### config.mk
export PLATFORM = sky130hd
export DESIGN_NAME = comb3_feeder_flat
export DESIGN_NICKNAME = d
export VERILOG_FILES = /design/src/rtl/comb3_pkg.sv /design/src/rtl/comb3_feeder_if.sv /design/src/rtl/comb3_fifo_mem.sv /design/src/rtl/comb3_feeder.sv /design/src/flat_wrapper.sv
export SDC_FILE = /design/constraint.sdc
export NUM_CORES = 1
export LEC_CHECK = 0
export CELL_PAD_IN_SITES_DETAIL_PLACEMENT = 0
export CELL_PAD_IN_SITES_GLOBAL_PLACEMENT = 1
export CORE_ASPECT_RATIO = 0.6
export CORE_MARGIN = 4
export CORE_UTILIZATION = 28
export DETAILED_ROUTE_END_ITERATION = 8
export PLACE_DENSITY = 0.58
export SYNTH_ARGS = -nofsm -noshare
export SYNTH_HDL_FRONTEND = slang
export SYNTH_SLANG_ARGS = --single-unit
### constraint.sdc
create_clock -name i_clk -period 3.1 [get_ports i_clk]
set_clock_uncertainty 0.15 [all_clocks]
set_input_delay 0.465 -clock i_clk [delete_from_list [all_inputs] [get_ports i_clk]]
set_output_delay 0.465 -clock i_clk [all_outputs]
set_load 0.01 [all_outputs]
### src/rtl/comb3_pkg.sv
// Shared types and defaults for the comb3 operand feeder.
package comb3_pkg;

   localparam int unsigned OP_W       = 4;
   localparam int unsigned FIFO_DEPTH = 4;

   typedef struct packed {
      logic [OP_W-1:0] a;
      logic [OP_W-1:0] b;
   } operand_pair_t;

endpackage

### src/rtl/comb3_feeder_if.sv
// Producer/consumer handshake bundle around the comb3 operand FIFO.
interface comb3_feeder_if
   import comb3_pkg::*;
#(
   parameter int unsigned WIDTH = OP_W
) ();

   logic             in_valid;
   logic             in_ready;
   logic [WIDTH-1:0] in_a;
   logic [WIDTH-1:0] in_b;
   logic             out_valid;
   logic             out_ready;
   logic [WIDTH-1:0] out_a;
   logic [WIDTH-1:0] out_b;

   modport master (
      output in_valid, in_a, in_b, out_ready,
      input  in_ready, out_valid, out_a, out_b
   );

   modport slave (
      input  in_valid, in_a, in_b, out_ready,
      output in_ready, out_valid, out_a, out_b
   );

endinterface

### src/rtl/comb3_fifo_mem.sv
// Operand-pair storage: synchronous write, asynchronous indexed read, no reset.
module comb3_fifo_mem #(
   parameter int unsigned WIDTH = 4,
   parameter int unsigned DEPTH = 4,
   localparam int unsigned PTR_W = $clog2(DEPTH)
) (
   input  logic               i_clk,
   input  logic               i_we,
   input  logic [PTR_W-1:0]   i_waddr,
   input  logic [2*WIDTH-1:0] i_wdata,
   input  logic [PTR_W-1:0]   i_raddr,
   output logic [2*WIDTH-1:0] o_rdata
);

   logic [2*WIDTH-1:0] r_mem [DEPTH];

   always_ff @(posedge i_clk) begin
      if (i_we) begin
         r_mem[i_waddr] <= i_wdata;
      end
   end

   assign o_rdata = r_mem[i_raddr];

endmodule

### src/rtl/comb3_feeder.sv
// Show-ahead operand FIFO feeding comb3 A/B, with occupancy and stall reporting.
module comb3_feeder
   import comb3_pkg::*;
#(
   parameter int unsigned WIDTH = OP_W,
   parameter int unsigned DEPTH = FIFO_DEPTH,
   parameter int unsigned CNT_W = 8,
   localparam int unsigned PTR_W = $clog2(DEPTH),
   localparam int unsigned LVL_W = PTR_W + 1
) (
   input  logic              i_clk,
   input  logic              i_rst_n,
   input  logic              i_flush,
   comb3_feeder_if.slave     io_bus,
   output logic [LVL_W-1:0]  o_level,
   output logic [CNT_W-1:0]  o_stall_cnt
);

   logic [PTR_W-1:0]   r_wr_ptr;
   logic [PTR_W-1:0]   r_rd_ptr;
   logic [LVL_W-1:0]   r_level;
   logic [CNT_W-1:0]   r_stall_cnt;
   logic               w_in_ready;
   logic               w_out_valid;
   logic               w_push;
   logic               w_pop;
   logic [2*WIDTH-1:0] w_rdata;

   // in_ready looks only at registered level, so a pop never opens a slot same-cycle.
   assign w_in_ready  = (r_level != LVL_W'(DEPTH));
   assign w_out_valid = (r_level != '0);
   assign w_push      = io_bus.in_valid && w_in_ready && !i_flush;
   assign w_pop       = w_out_valid && io_bus.out_ready && !i_flush;

   comb3_fifo_mem #(
      .WIDTH (WIDTH),
      .DEPTH (DEPTH)
   ) u_mem (
      .i_clk   (i_clk),
      .i_we    (w_push),
      .i_waddr (r_wr_ptr),
      .i_wdata ({io_bus.in_a, io_bus.in_b}),
      .i_raddr (r_rd_ptr),
      .o_rdata (w_rdata)
   );

   always_ff @(posedge i_clk or negedge i_rst_n) begin
      if (!i_rst_n) begin
         r_wr_ptr <= '0;
         r_rd_ptr <= '0;
         r_level  <= '0;
      end else if (i_flush) begin
         r_wr_ptr <= '0;
         r_rd_ptr <= '0;
         r_level  <= '0;
      end else begin
         if (w_push) begin
            r_wr_ptr <= r_wr_ptr + 1'b1;
         end
         if (w_pop) begin
            r_rd_ptr <= r_rd_ptr + 1'b1;
         end
         if (w_push && !w_pop) begin
            r_level <= r_level + 1'b1;
         end else if (w_pop && !w_push) begin
            r_level <= r_level - 1'b1;
         end
      end
   end

   // Stall counter survives flush; only reset clears it.
   always_ff @(posedge i_clk or negedge i_rst_n) begin
      if (!i_rst_n) begin
         r_stall_cnt <= '0;
      end else if (io_bus.in_valid && !w_in_ready && (r_stall_cnt != '1)) begin
         r_stall_cnt <= r_stall_cnt + 1'b1;
      end
   end

   assign io_bus.in_ready  = w_in_ready;
   assign io_bus.out_valid = w_out_valid;
   assign io_bus.out_a     = w_out_valid ? w_rdata[2*WIDTH-1:WIDTH] : '0;
   assign io_bus.out_b     = w_out_valid ? w_rdata[WIDTH-1:0] : '0;
   assign o_level          = r_level;
   assign o_stall_cnt      = r_stall_cnt;

endmodule

### src/flat_wrapper.sv
// flat-port wrapper written by rule: the top's interface ports become plain ports
module comb3_feeder_flat import comb3_pkg::*;
#(
   parameter int unsigned WIDTH = OP_W,
   parameter int unsigned DEPTH = FIFO_DEPTH,
   parameter int unsigned CNT_W = 8,
   localparam int unsigned PTR_W = $clog2(DEPTH),
   localparam int unsigned LVL_W = PTR_W + 1
)
  (i_clk, i_rst_n, i_flush, o_level, o_stall_cnt, io_bus_in_valid, io_bus_in_a, io_bus_in_b, io_bus_out_ready, io_bus_in_ready, io_bus_out_valid, io_bus_out_a, io_bus_out_b);
  comb3_feeder_if #(.WIDTH(WIDTH)) io_bus_i ();
  input  logic i_clk;
  input  logic i_rst_n;
  input  logic i_flush;
  output logic [LVL_W-1:0] o_level;
  output logic [CNT_W-1:0] o_stall_cnt;
  input wire logic [$bits(io_bus_i.in_valid)-1:0] io_bus_in_valid;
  input wire logic [$bits(io_bus_i.in_a)-1:0] io_bus_in_a;
  input wire logic [$bits(io_bus_i.in_b)-1:0] io_bus_in_b;
  input wire logic [$bits(io_bus_i.out_ready)-1:0] io_bus_out_ready;
  output wire logic [$bits(io_bus_i.in_ready)-1:0] io_bus_in_ready;
  output wire logic [$bits(io_bus_i.out_valid)-1:0] io_bus_out_valid;
  output wire logic [$bits(io_bus_i.out_a)-1:0] io_bus_out_a;
  output wire logic [$bits(io_bus_i.out_b)-1:0] io_bus_out_b;
  assign io_bus_i.in_valid = io_bus_in_valid;
  assign io_bus_i.in_a = io_bus_in_a;
  assign io_bus_i.in_b = io_bus_in_b;
  assign io_bus_i.out_ready = io_bus_out_ready;
  assign io_bus_in_ready = io_bus_i.in_ready;
  assign io_bus_out_valid = io_bus_i.out_valid;
  assign io_bus_out_a = io_bus_i.out_a;
  assign io_bus_out_b = io_bus_i.out_b;
  comb3_feeder #(.WIDTH(WIDTH), .DEPTH(DEPTH), .CNT_W(CNT_W)) u_core (.i_clk(i_clk), .i_rst_n(i_rst_n), .i_flush(i_flush), .io_bus(io_bus_i), .o_level(o_level), .o_stall_cnt(o_stall_cnt));
endmodule
# Word-level counts from Yosys, hierarchy flattened
# Memory sizes are Yosys's and may differ from the RTL's.
# Index checks and enable logic that the tools add are counted.
# W data, S select, Z words.
[word_totals]
ff_bits = 15
mem_bits_rw = 32
input_bits = 13
output_inout_bits = 21
word_cells = 39
mem_count = 1
[memory_table]
columns = ["memory", "depth", "width", "rd", "rd_ports_with_merged_regs", "write_ports", "line", "source"]
rows = [
  ["u_core.u_mem.r_mem", 4, 8, 1, 0, 1, "comb3_fifo_mem.sv:15", "logic [2*WIDTH-1:0] r_mem [DEPTH];"],
]
[op_classes]
n_addsub = 5
n_eq_ne = 2
n_mux = 11
n_reduce_logical = 16
[op_table]
columns = ["operator", "count"]
rows = [
  ["$mux W3", 3],
  ["$add A8 B1 Y8 const B", 1],
  ["$logic_and A1 B1 Y1", 8],
  ["$mux W2", 4],
  ["$mux W4", 2],
  ["$ne A8 B8 Y1 const B", 1],
  ["$reduce_bool A3 Y1", 2],
  ["$add A2 B1 Y2 const B", 2],
  ["$logic_not A1 Y1", 4],
  ["$reduce_bool A2 Y1", 2],
  ["$add A3 B1 Y3 const B", 1],
  ["$ne A3 B3 Y1 const B", 1],
  ["$sub A3 B1 Y3 const B", 1],
  ["$mux W1", 2],
]

# Longest topological paths before layout
[depth]
word_depth = 8
depth_mapped = 9
mapped_depth_nobuf = 8

# Hierarchy
# From an unflattened synthesis, not the netlist that was laid out.
[hier_totals]
hier_cells = 147
area_unflattened_um2 = 2170.8
[by_module_without_submodules]
columns = ["mod", "instances", "cells_each", "area_each_um2", "seq_area_each_um2"]
rows = [
  ["comb3_fifo_mem", 1, 46, 1188.6, 960.9],
  ["comb3_feeder", 1, 101, 982.2, 375.4],
]

# Worst setup path before layout
# Ideal clock, no wire load.
[synth_timing]
path_type = "register -> register"
startpoint = "register u_core.r_level[2] (netlist: u_core.o_level[2])"
endpoint = "register u_core.r_level[1] (netlist: u_core.o_level[1])"
setup_time_ns = 0.104
arrival_ns = 2.195
t_required_ns = 2.846
setup_slack_ns = 0.651
path_stages_with_launch = 9
path_buffers = 1
period_less_slack_ns = 2.449
cell_sequence = "dfrtp_1 -> buf_4 -> or3b_4 -> nand2_4 -> a211oi_1 -> fa_1 -> a311oi_1 -> o21ai_0 -> a221oi_1"
[synth_between]
elab_cells_between_ends = 13
cone_classes = "eq/ne (1); mux (2); reduce/logical (10)"
[synth_rtl]
columns = ["item", "line", "source"]
rows = [
  ["from (decl)", "comb3_feeder.sv:21", "logic [LVL_W-1:0] r_level;"],
  ["from (signal assigned)", "comb3_feeder.sv:64", "r_level <= r_level + 1'b1;"],
  ["from (signal assigned)", "comb3_feeder.sv:66", "r_level <= r_level - 1'b1;"],
  ["$ne A3 B3 Y1 *", "comb3_feeder.sv:30", "assign w_in_ready = (r_level != LVL_W'(DEPTH));"],
  ["named net io_bus_in_ready", "flat_wrapper.sv:21", "output wire logic [$bits(io_bus_i.in_ready)-1:0] io_bus_in_ready;"],
  ["$logic_and A1 B1 Y1 * (2 in a row)", "comb3_feeder.sv:32", "assign w_push = io_bus.in_valid && w_in_ready && !i_flush;"],
  ["$logic_and A1 B1 Y1 or $logic_not A1 Y1 (tied branches)", "comb3_feeder.sv:63, comb3_feeder.sv:65", ""],
  ["$mux W3 or $logic_and A1 B1 Y1 (tied branches)", "comb3_feeder.sv:63, comb3_feeder.sv:65", ""],
  ["$mux W3 or $reduce_bool A3 Y1 (tied branches)", "-", ""],
]
# The timed path passes the listed nets; every way through them passes the cells marked *.
# A chain may end at the register's enable or synchronous reset.

# Worst setup path after layout
[layout_timing]
startpoint = "register u_core.r_rd_ptr[0]"
endpoint = "output port io_bus_out_a[2]"
[layout_between]
elab_chain_cells = 2
[layout_rtl]
columns = ["item", "line", "source"]
rows = [
  ["from (decl)", "comb3_feeder.sv:20", "logic [PTR_W-1:0] r_rd_ptr;"],
  ["from (signal assigned)", "comb3_feeder.sv:61", "r_rd_ptr <= r_rd_ptr + 1'b1;"],
  ["$mem_v2 Z4 W8", "-", ""],
  ["$mux W4", "comb3_feeder.sv:82", "assign io_bus.out_a = w_out_valid ? w_rdata[2*WIDTH-1:WIDTH] : '0;"],
  ["to (decl)", "flat_wrapper.sv:23", "output wire logic [$bits(io_bus_i.out_a)-1:0] io_bus_out_a;"],
]
# Every way passes these cells.

==> flow_summary.yaml <==
status:
  run_status: "completed"
final_layout:
  layout-drive-gt1-share_pct: 16.2
  antenna_cells: 0
  mostFrequentLayoutCell: "clkdlybuf4s50_1"
  finalNonFillerCells: 289
  layout-area-overhead-vs-synth_pct: 26.5
  finish.net_count: 203
  final_cell_mix: "33 x clkdlybuf4s50_1, 32 x edfxtp_1, 15 x dfrtp_1"
route:
  drcViolationCount: 0
  first_pass_iters: 4
  wl_per_cell_um: 14.3
  ant_nets: 0
  via_per_inst: 4.47
  dr_total_vias: 1291
  routed_wl_um: 4130
  drt_iter0_drc: 76
worst_setup_path:
  crit_type: "reg2out"
  startpoint_type: "flop"
  cp_num_buf_inv: 2
  required_ns: 2.48
  crit_arrival_ns: 2.00
  endpoint_kind: "output pin"
  worstPathCellList: "buf_4 > mux4_2 > and2_1 > clkdlybuf4s50_1"
  crit_family: "buffers and inverters"
  cp_slowest_cell: "mux4_2"
  slowest_delay_ns: 0.53
  critPathMaxFanout: 10
global_routing:
  grt_pass1_vias: 1372
  grt-ovfl-total: 0
  grt_usage_pct: 9.33
  antenna_found_initial: 0
  grt_pass1_wl_um: 6840
  grt_max_degree: 16
clock_tree:
  clockRootBuffer: "clkbuf_16"
  htreeDepth: 2
  cts_tree: "done"
  cts-resized-gates: 0
  cts_setup_buffers: 0
  cts_hold_buf: 0
  clk_pin_slew_ns: 0.06
  cts_buffer_depth: 2
  clk_latency_ns: 0.28
  numClockSinks: 47
  cts_made_buffers: 5
sta:
  fin_setup_tns_ns: 0
  fin_ws_ns: 0.485
  setup_viol: 0
  post-route-period-util_pct: 84.3
  fmax_ghz: 0.382
  min_period_ns: 2.61
  maxSlewHeadroom_pct: 53.2
  hold_viol: 0
  rsz0062_at_grt: "false"
  drv_slew: 0
  worstMarginPinSlew_ns: 0.700
synth:
  seq_area_frac_synth_pct: 60.9
  syn_area_um2: 2190
  synth_cells: 147
  synth-edff-count: 32
  synthArstFlopShare_pct: 31.9
  synth_flop_cell: "edfxtp_1"
  ys.warnings.count: 0
  synth_fp_nets: 166
  synthDistinctLibCells: 40
  synth.avg_cell_area_um2: 14.9
  synth-seq-cells: 47
placed_design:
  io_buffers: 33
  place.gp.congestion: 0.736
  dp.final_hpwl_um: 3010
  dp_cells: 281
  dp_slack_ns: 0.335
floorplanning:
  rows: 24
  core_um2: 7450
  start_util_pct: 29.5
  die_height_um: 76.6
  io_pins: 34
  die_area_um2: 9360
  die_w_um: 122
power:
  irDropWorstVdd_v: 0.000266
  power_density_nw_per_um2: 681
  p_leak_uw: 0.000977
  fin_total_pwr_uw: 1890
worst_hold_path:
  hold_class: "reg2reg"
run:
  cap_violations: 0
==> final cells by class <==
cell class,instances,area [um2]
timing repair buffer,38,368
tap,104,130
clock buffer,5,125
fill,727,4670
clock inverter,3,18.8
multi-input combinational,87,779
inverter,5,18.8
sequential,47,1340
==> logic make-up (layout without fill, tap and decap cells) <==
| logic type | Yosys count | after routing | share of synthesized area [%] |
|---|---|---|---|
| mux | 11 | 11 | 9.69 |
| simple gates | 43 | 43 | 12.3 |
| flops | 47 | 47 | 60.9 |
| compound gates | 18 | 18 | 6.16 |
| buf+inv | 13 | 51 | 3.59 |
| xor+xnor | 9 | 9 | 3.59 |
| fa+ha+maj | 6 | 6 | 3.76 |
==> worst reg2reg max path: cells and delay by family (launching register included) <==
family,cells,cell delay [ns]
AOI/OAI and AO/OA,4,0.95
adders and majority gates,1,0.47
DFF,1,0.47
and+or+nand+nor,1,0.35
==> registers in the layout (all words and copies together) (netlist names) <==
signal	flops
u_core.u_mem.r_mem	32
u_core.o_stall_cnt	8
u_core.o_level	3
u_core.r_rd_ptr	2
u_core.r_wr_ptr	2
==> per-stage QoR <==
step | hold WS (ns) | instance area (um2) | utilization, %
global route | 0.405 | 2780 | 37.3
detailed placement | 0.376 | 2630 | 35.3
global placement | 0.357 | 2630 | 35.3
CTS | 0.389 | 2780 | 37.3
finish | 0.393 | 2780 | 37.3
floorplan | 0.0194 | 2190 | -
==> metal layers <==
metal / routed length (um) / track usage (%) / share of wire (%)
met1: 1850 / 12.0 / 45
met2: 2080 / 15.5 / 50
met3: 147 / 2.15 / 3.6
met4: 51 / 3.24 / 1.2
met5: 0 / 0 / 0
==> cell usage after synthesis, drive strengths merged (2+ instances only) <==
| master | number | area, um2 |
|---|---|---|
| xnor2 | 5 | 43.8 |
| dfrtp | 15 | 375 |
| a211oi | 2 | 15.0 |
| nor3 | 3 | 15.0 |
| xor2 | 4 | 35.0 |
| a21oi | 3 | 26.3 |
| mux4 | 8 | 180 |
| a21boi | 2 | 15.0 |
| ha | 5 | 62.6 |
| and2 | 12 | 75.1 |
| buf | 8 | 60.1 |
| and3 | 2 | 12.5 |
| nand3 | 5 | 25.0 |
| o21ai | 4 | 20.0 |
| nand2 | 8 | 37.5 |
| edfxtp | 32 | 961 |
| nand4 | 2 | 12.5 |
| nor2 | 5 | 18.8 |
| mux2 | 2 | 22.5 |
| inv | 5 | 18.8 |
==> path summary, 6_finish.rpt <==
kind	startpoint	to	slack, ns	depth (start not counted)
setup / recovery	u_core.r_rd_ptr[0]	io_bus_out_a[2]	0.49	4
hold / removal	u_core.o_stall_cnt[3]	u_core.o_stall_cnt[3]	0.39	1
setup reg to reg	u_core.o_level[1]	u_core.o_level[1]	0.61	6
hold reg to reg	u_core.o_stall_cnt[3]	u_core.o_stall_cnt[3]	0.39	1
max in group asynchronous	i_rst_n	u_core.o_level[0]	1.90	1
min in group asynchronous	i_rst_n	u_core.o_stall_cnt[5]	0.45	1
==> where the power goes <==
| group | switching (uW) | internal, uW | total [uW] |
|---|---|---|---|
| Combinational | 252 | 327 | 579 |
| Sequential | 64.9 | 732 | 797 |
| Clock | 215 | 298 | 514 |
No activity file was read; power rests on OpenSTA's default activity.
